### src/rtl/dcache_inv_snooper.sv
// rtl/dcache_inv_snooper.sv - snoops remote block writes and issues local dcache invalidations
// Deduplicating FIFO of snooped block addresses, drained at most one pulse per INV_GAP cycles.
module dcache_inv_snooper #(
  parameter int BLOCK_ADDR_WIDTH = 13,
  parameter int DEPTH            = 4,
  parameter int INV_GAP          = 1
) (
  input  logic                        CLK,
  input  logic                        RST,
  output logic                        DUT_error,
  input  logic                        snoop_valid,
  input  logic [BLOCK_ADDR_WIDTH-1:0] snoop_block_addr,
  output logic                        snoop_slow_down,
  output logic                        dcache_inv_valid,
  output logic [BLOCK_ADDR_WIDTH-1:0] dcache_inv_block_addr,
  input  logic                        halt_req,
  output logic                        snooper_flushed
);

  localparam int IW = $clog2(DEPTH);
  localparam int PW = IW + 1;
  localparam int GW = (INV_GAP > 1) ? $clog2(INV_GAP) : 1;

  typedef logic [BLOCK_ADDR_WIDTH-1:0] block_addr_t;

  block_addr_t      entry_addr [DEPTH];
  logic [DEPTH-1:0] entry_valid;
  logic [PW-1:0]    head;
  logic [PW-1:0]    tail;
  logic [GW-1:0]    gap_cnt;

  logic [IW-1:0]    head_idx;
  logic [IW-1:0]    tail_idx;
  logic [PW-1:0]    count;
  logic [PW-1:0]    count_next;
  logic             full;
  logic             deq;
  logic             match;
  logic             accept;
  logic             drop;

  assign head_idx = head[IW-1:0];
  assign tail_idx = tail[IW-1:0];
  assign count    = tail - head;
  assign full     = (count == PW'(DEPTH));
  assign deq      = entry_valid[head_idx] && (gap_cnt == '0);

  // The entry leaving this cycle is excluded so a rewrite racing its pulse is re-queued.
  always_comb begin
    match = 1'b0;
    for (int i = 0; i < DEPTH; i++) begin
      if (entry_valid[i] && (entry_addr[i] == snoop_block_addr) &&
          !(deq && (IW'(i) == head_idx))) begin
        match = 1'b1;
      end
    end
  end

  assign accept     = snoop_valid && !match && (!full || deq);
  assign drop       = snoop_valid && !match && full && !deq;
  assign count_next = count + PW'(accept) - PW'(deq);

  always_ff @(posedge CLK or posedge RST) begin
    if (RST) begin
      entry_valid           <= '0;
      head                  <= '0;
      tail                  <= '0;
      gap_cnt               <= '0;
      DUT_error             <= 1'b0;
      snoop_slow_down       <= 1'b0;
      dcache_inv_valid      <= 1'b0;
      dcache_inv_block_addr <= '0;
      snooper_flushed       <= 1'b0;
    end else begin
      dcache_inv_valid <= 1'b0;
      if (deq) begin
        dcache_inv_valid      <= 1'b1;
        dcache_inv_block_addr <= entry_addr[head_idx];
        entry_valid[head_idx] <= 1'b0;
        head                  <= head + PW'(1);
        gap_cnt               <= GW'(INV_GAP - 1);
      end else if (gap_cnt != '0) begin
        gap_cnt <= gap_cnt - GW'(1);
      end
      // On a full FIFO the tail slot is the head slot being freed; the enqueue must win.
      if (accept) begin
        entry_valid[tail_idx] <= 1'b1;
        tail                  <= tail + PW'(1);
      end
      if (drop) begin
        DUT_error <= 1'b1;
      end
      snoop_slow_down <= (count_next >= PW'(DEPTH - 1));
      snooper_flushed <= halt_req && (count_next == '0);
    end
  end

  always_ff @(posedge CLK) begin
    if (accept) begin
      entry_addr[tail_idx] <= snoop_block_addr;
    end
  end

endmodule

### config.mk
export PLATFORM = sky130hd
export DESIGN_NAME = dcache_inv_snooper
export DESIGN_NICKNAME = d
export VERILOG_FILES = /design/src/rtl/dcache_inv_snooper.sv
export SDC_FILE = /design/constraint.sdc
export NUM_CORES = 1
export LEC_CHECK = 0
export ABC_AREA = 1
export CORE_ASPECT_RATIO = 1.4
export CORE_MARGIN = 2
export CORE_UTILIZATION = 57
export CTS_CLUSTER_DIAMETER = 120
export CTS_CLUSTER_SIZE = 12
export DETAILED_ROUTE_END_ITERATION = 10
export DONT_BUFFER_PORTS = 1
export GPL_TIMING_DRIVEN = 1
export PLACE_DENSITY = 0.81
export SETUP_SLACK_MARGIN = 0.05
export SYNTH_ARGS = -nofsm -noshare
export SYNTH_HDL_FRONTEND = slang
export SYNTH_SLANG_ARGS = --single-unit
### constraint.sdc
create_clock -name CLK -period 3.23 [get_ports CLK]
set_clock_uncertainty 0.1 [all_clocks]
set_input_delay 0.323 -clock CLK [delete_from_list [all_inputs] [get_ports CLK]]
set_output_delay 0.323 -clock CLK [all_outputs]
set_load 0.1 [all_outputs]
==> results of run 1 <==
[worst reg2reg max path, delay by kind of cell (launching register included)]
kind,cells,cell delay [ns]
fa+ha+maj,2,0.50
buf+inv,2,0.28
simple gates,11,1.12
flops,1,0.46
xor+xnor,1,0.19
compound gates,1,0.10
[cell usage after synthesis (all sizes together)]
cell type	number
fa	2
dfrtp	27
o21ai	27
inv	69
ha	10
o21bai	1
or2	1
buf	5
a31oi	13
xnor2	12
nand4	10
edfxtp	52
nor2b	1
nand2	130
xor2	14
nor2	52
nand3	15
a21oi	19
o211ai	4
clkbuf	8
[flip-flops by register name, indices dropped and copies added, names as in the netlist]
signal / count
entry_addr: 52
dcache_inv_block_addr: 13
entry_valid: 4
head: 3
tail: 3
DUT_error: 1
dcache_inv_valid: 1
snoop_slow_down: 1
snooper_flushed: 1
[logic make-up after synthesis]
| group | Yosys count | synth area share (%) |
|---|---|---|
| and+or+nand+nor | 209 | 21.3 |
| xor gates and xnor gates | 26 | 5.41 |
| AOI/OAI and AO/OA | 64 | 8.39 |
| buffers and inverters | 82 | 7.76 |
| adders and majority gates | 12 | 3.93 |
| DFF | 79 | 53.2 |
[layer usage]
layer	part of all wire [%]	vias to the layer above	GRT usage (%)
met4	2.0	0	12.2
met3	4.6	14	5.22
li1	-	1564	-
met1	39	1513	26.6
met5	0	-	0
met2	54	78	42.2
[power by group through the flow]
stage	Sequential, mW	Clock (mW)	Combinational, mW
6_report	2.36	0.770	1.82
3_5_place_dp	2.38	0	1.79
2_1_floorplan	2.31	0	1.43
4_1_cts	2.36	0.780	1.82
5_1_grt	2.39	0.824	2.08
3_3_place_gp	2.36	0	1.72
[cell type report]
| class | instances | share of cell area, % |
|---|---|---|
| flip-flops and latches | 79 | 47.8 |
| inverters | 69 | 5.59 |
| clock inverters | 5 | 1.55 |
| multi-input cells | 311 | 35.2 |
| repair buffers | 23 | 4.44 |
| clock buffers | 11 | 2.81 |
| well taps | 97 | 2.59 |
[per-stage QoR]
stage / power, mW / instance area [µm²]
3_3_place_gp: 4.08 / 4330
4_1_cts: 4.96 / 4670
2_1_floorplan: 3.73 / 4210
6_report: 4.95 / 4680
3_5_place_dp: 4.17 / 4330
5_1_grt: 5.29 / 4680
[path summary, 6_finish.rpt]
| path | from | to | slack (ns) |
|---|---|---|---|
| max | head[0]$_DFFE_PP0P_ | snoop_slow_down$_DFF_PP0_ | 0.38 |
| min | RST | dcache_inv_block_addr[2]$_DFFE_PP0P_ | -0.03 |
| min in group CLK | snoop_valid | tail[2]$_DFFE_PP0P_ | 0.19 |
| max reg2reg | head[0]$_DFFE_PP0P_ | snoop_slow_down$_DFF_PP0_ | 0.38 |
| min reg2reg | head[2]$_DFFE_PP0P_ | head[2]$_DFFE_PP0P_ | 0.40 |
| max in group asynchronous | RST | dcache_inv_block_addr[10]$_DFFE_PP0P_ | 2.41 |
[repair_timing]
item                                    in CTS  in global routing
endpoints found under the hold margin       53                  0
resized for setup                            0                  1
endpoints found under the setup margin       0                  2
hold buffers                                14                  0
==> impl_metrics.csv, run 1 <==
group,metric,value,unit
timing,slew_headroom,35.8,%
setup_path,critPathTopFamily,"simple AND/OR/NAND/NOR gates",
placed_design,dp_cells,565,
pwr,power.switching,2.43,mW
synthesis,yosys_warnings,0,
setup_path,path_max_fanout,21,
clock_tree,htree_levels,3,
drt,via_per_inst,5.33,
floorplanning,start_util,57.9,%
floorplanning,die-height,106,µm
floorplanning,io_pins,34,
global_routing,grtUsageTotal,23.8,%
drt,drt_wl_total,8990,µm
finish,post-route-util,64.4,%
clock_tree,path_clk_slew,0.08,ns
clock_tree,post_cts_buffers,0,
synthesis,synthTopCellsByArea,"edfxtp_1 37%, dfrtp_1 16%, nand2_1 11%",
finish,layout_common_cells,"126 x nand2_1, 64 x inv_1, 52 x edfxtp_1",
timing,setup_violations,0,
drt,drtIter0Drc,208,
clock_tree,numCtsBuffers,9,
finish,regArea,2240,µm²
floorplanning,core.rowCount,37,
floorplanning,core,7270,µm²
timing,whs,-0.0295,ns
outcome,violations,"negative hold slack",
timing,hold_violations,22,
timing,rsz0062_at_grt,"no",
pwr,p_clk_share,15.5,%
finish,multi_input_area,1650,µm²
setup_path,critPathKind,"flip-flop to flip-flop",
pwr,p_seq_share,47.6,%
setup_path,crit_top_cell,"nand2_1",
pwr,powerDensity,1060,nW/µm²
synthesis,syn_avg_cell_area,8.91,µm²
synthesis,yosysSeqAreaShare,53.2,%
setup_path,slowest_stage,"dfrtp_1",
synthesis,syn_inst,472,
clock_tree,cts_buffer_depth,2,
setup_path,required,3.37,ns
setup_path,crit_buf_inv,2,
clock_tree,cts_root_buffer,"clkbuf_8",
flow_run,maxCapViolCount,0,
finish,fin_cells,595,
global_routing,first_global_vias,3079,
setup_path,reg2reg_depth,17,
synthesis,synth_area,4210,µm²
synthesis,yosys.area.top_type_share,37.1,%
setup_path,worstPathCellList,"buf_4, nand2_1, nand3_2, nand2_4, nand2_1, nand2_1, nand3_2, nand2_4, nor2_8, nand2_2, nand2_2, nand2_1, ha_1, inv_1, fa_1, xnor2_1, o21ai_0",
drt,wire_per_inst,15.1,µm
setup_path,worstPathArrival,2.99,ns
synthesis,ys_ff_latch,79,
timing,worst_slack,0.377,ns
drt,postRouteAntennaNets,0,
timing,post-route-period-util,88.3,%
drt,firstDrtPassIters,4,
finish,antenna-diode-count,0,
placed_design,port_buffers,0,
outcome,status,"complete, but fails checks",
global_routing,grt_overflow,0,
timing,worst_pin_slew,0.963,ns
global_routing,grt_max_degree,27,
clock_tree,clock_latency,0.36,ns
synthesis,ys_types,31,
worst_hold_path,hold_path.class,"primary input to async pin",
placed_design,dp_slack,0.279,ns
pwr,vdd_drop_max,0.648,mV
global_routing,grt_pass1_wl,14500,µm
setup_path,end_kind,"flip-flop",
setup_path,critPathLaunchType,"flip-flop",
finish,fillers,577,
timing,fmax,350,MHz
finish,nets,522,
timing,tns,0,ns
timing,slew_viol_final,0,
pwr,combPwrFrac,36.8,%
setup_path,slowest_delay,0.46,ns
timing,fin_crit,2.85,ns
finish,area_growth,11.2,%
setup_path,path_depth,17,
clock_tree,cts_tree,"built",
finish,post_route_cells_drive_above_1_share,7.83,%
pwr,total_leakage_power,2.13,nW
pwr,p_sw_share,49.0,%
synthesis,synth_top_cell_by_area,"edfxtp_1",
clock_tree,clock-sinks,79,
global_routing,antenna_found_initial,0,
floorplanning,die_w,76.6,µm
placed_design,gp_congestion,0.901,
drt,vias,3169,
floorplanning,die_area,8090,µm²
drt,drc,0,
placed_design,dp_hpwl,6220,µm
pwr,p_int,2.52,mW
finish,mostFrequentLayoutCell,"nand2_1",
synthesis,syn_nets,501,
Power figures use the tool's default switching activity.
==> run 2, diff against run 1 <==
CORE_ASPECT_RATIO = not set   (was 1.4)
==> impl_metrics.csv, run 2 (synthesis results as in run 1) <==
group,metric,value,unit
outcome,status,"finished clean",
drt,drt_wl_total,9310,µm
placed_design,gp_congestion,0.819,
drt,drtIter0Drc,229,
timing,setup_violations,0,
setup_path,slowest_stage,"fa_1",
finish,post_route_cells_drive_above_1_share,6.90,%
drt,postRouteAntennaNets,0,
placed_design,port_buffers,0,
clock_tree,numCtsBuffers,9,
global_routing,grtUsageTotal,23.8,%
floorplanning,start_util,58.3,%
finish,mostFrequentLayoutCell,"nand2_1",
setup_path,critPathKind,"flip-flop to flip-flop",
floorplanning,die_area,8080,µm²
clock_tree,clock_latency,0.35,ns
drt,drc,0,
pwr,power,4.77,mW
worst_hold_path,hold_path.class,"primary input to flip-flop",
global_routing,antenna_found_initial,0,
setup_path,critPathTopFamily,"adder cells",
setup_path,critPathLaunchType,"flip-flop",
floorplanning,io_pins,34,
setup_path,worstPathCellList,"inv_1, ha_1, inv_1, fa_1, nor2_1, nand3_1, nand4_1, nand2_1, ha_1, inv_1, fa_1, nand3_1, nor2b_1",
finish,nets,519,
timing,worst_slack,0.225,ns
placed_design,dp_slack,0.259,ns
clock_tree,path_clk_slew,0.08,ns
drt,vias,3159,
timing,slew_headroom,37.9,%
clock_tree,clock-sinks,79,
timing,rsz0062_at_grt,"no",
drt,wire_per_inst,15.7,µm
pwr,vdd_drop_max,0.384,mV
global_routing,first_global_vias,3099,
timing,fmax,333,MHz
clock_tree,cts_root_buffer,"clkbuf_8",
clock_tree,htree_levels,3,
global_routing,grt_pass1_wl,14900,µm
finish,largest-register,"entry_addr",
setup_path,required,3.38,ns
placed_design,dp_cells,564,
setup_path,crit_top_cell,"inv_1",
finish,fillers,602,
setup_path,worstPathArrival,3.15,ns
finish,layout_common_cells,"126 x nand2_1, 64 x inv_1, 52 x edfxtp_1",
pwr,powerDensity,1040,nW/µm²
clock_tree,cts_resized,0,
timing,post-route-period-util,93.0,%
finish,largest_reg_flops,52,
clock_tree,cts_tree,"built",
timing,slew_viol_final,0,
timing,hold_violations,0,
flow_run,maxCapViolCount,0,
placed_design,dp_hpwl,6380,µm
finish,area_growth,9.25,%
drt,via_per_inst,5.34,
finish,biggestRegsByFlops,"entry_addr: 52 flops, dcache_inv_block_addr: 13 flops, entry_valid: 4 flops",
finish,antenna-diode-count,0,
timing,tns,0,ns
setup_path,crit_buf_inv,3,
finish,post-route-util,63.7,%
setup_path,end_kind,"flip-flop",
pwr,total_leakage_power,2.08,nW
global_routing,grt_overflow,0,
finish,fin_cells,592,
timing,fin_crit,3.00,ns
setup_path,slowest_delay,0.51,ns
clock_tree,cts_buffer_depth,2,
global_routing,grt_max_degree,32,
floorplanning,core.rowCount,31,
floorplanning,die-height,89.9,µm
drt,firstDrtPassIters,5,
floorplanning,core,7210,µm²
timing,worst_pin_slew,0.932,ns
floorplanning,die_w,89.9,µm
setup_path,path_max_fanout,10,
-- run 2: worst paths after layout --
| check | cells past startpoint | slack, ns | from | to |
|---|---|---|---|---|
| setup / recovery | 13 | 0.23 | tail[0]$_DFFE_PP0P_ | snooper_flushed$_DFF_PP0_ |
| hold / removal | 2 | 0.007 | halt_req | snooper_flushed$_DFF_PP0_ |
| setup reg to reg | 13 | 0.23 | tail[0]$_DFFE_PP0P_ | snooper_flushed$_DFF_PP0_ |
| hold reg to reg | 1 | 0.43 | head[2]$_DFFE_PP0P_ | head[2]$_DFFE_PP0P_ |
| max in group asynchronous | 3 | 1.88 | RST | dcache_inv_block_addr[8]$_DFFE_PP0P_ |
| min in group asynchronous | 2 | 0.49 | RST | DUT_error$_DFFE_PP0P_ |
-- run 2: cell type report --
cell class | count | area [µm²] | share of cell area, %
clock buffers | 12 | 135 | 2.94
repair buffers | 20 | 185 | 4.03
multi-input cells | 311 | 1640 | 35.7
clock inverters | 2 | 10.0 | 0.218
flip-flops and latches | 79 | 2240 | 48.7
well taps | 99 | 124 | 2.70
inverters | 69 | 262 | 5.69
-- run 2: per-stage QoR --
step / hold WS (ns) / cell area, µm²
6_report: 0.00703 / 4600
5_1_grt: 0.00587 / 4600
4_1_cts: 0.00286 / 4600
3_5_place_dp: 0.322 / 4310
3_3_place_gp: 0.311 / 4310
2_1_floorplan: 0.276 / 4210
-- run 2: power breakdown --
group | switching, mW | total (mW) | internal (mW) | leakage, nW
clock network | 0.336 | 0.606 | 0.269 | 0.0761
registers | 0.921 | 2.35 | 1.43 | 0.787
logic | 1.17 | 1.82 | 0.651 | 1.22
total | 2.43 | 4.77 | 2.35 | 2.08
-- run 2: layer usage --
layer	up-vias	wire length (µm)	GRT usage, %
met5	-	0	0
met4	0	167	9.62
met3	17	540	4.44
met2	92	4620	39.7
met1	1496	3980	30.8
li1	1554	-	-
-- run 2: repair_timing --
action                     CTS  global route
setup endpoints to repair    0             0
setup buffers                0             0
hold endpoints to repair    70             0
hold buffers                14             0
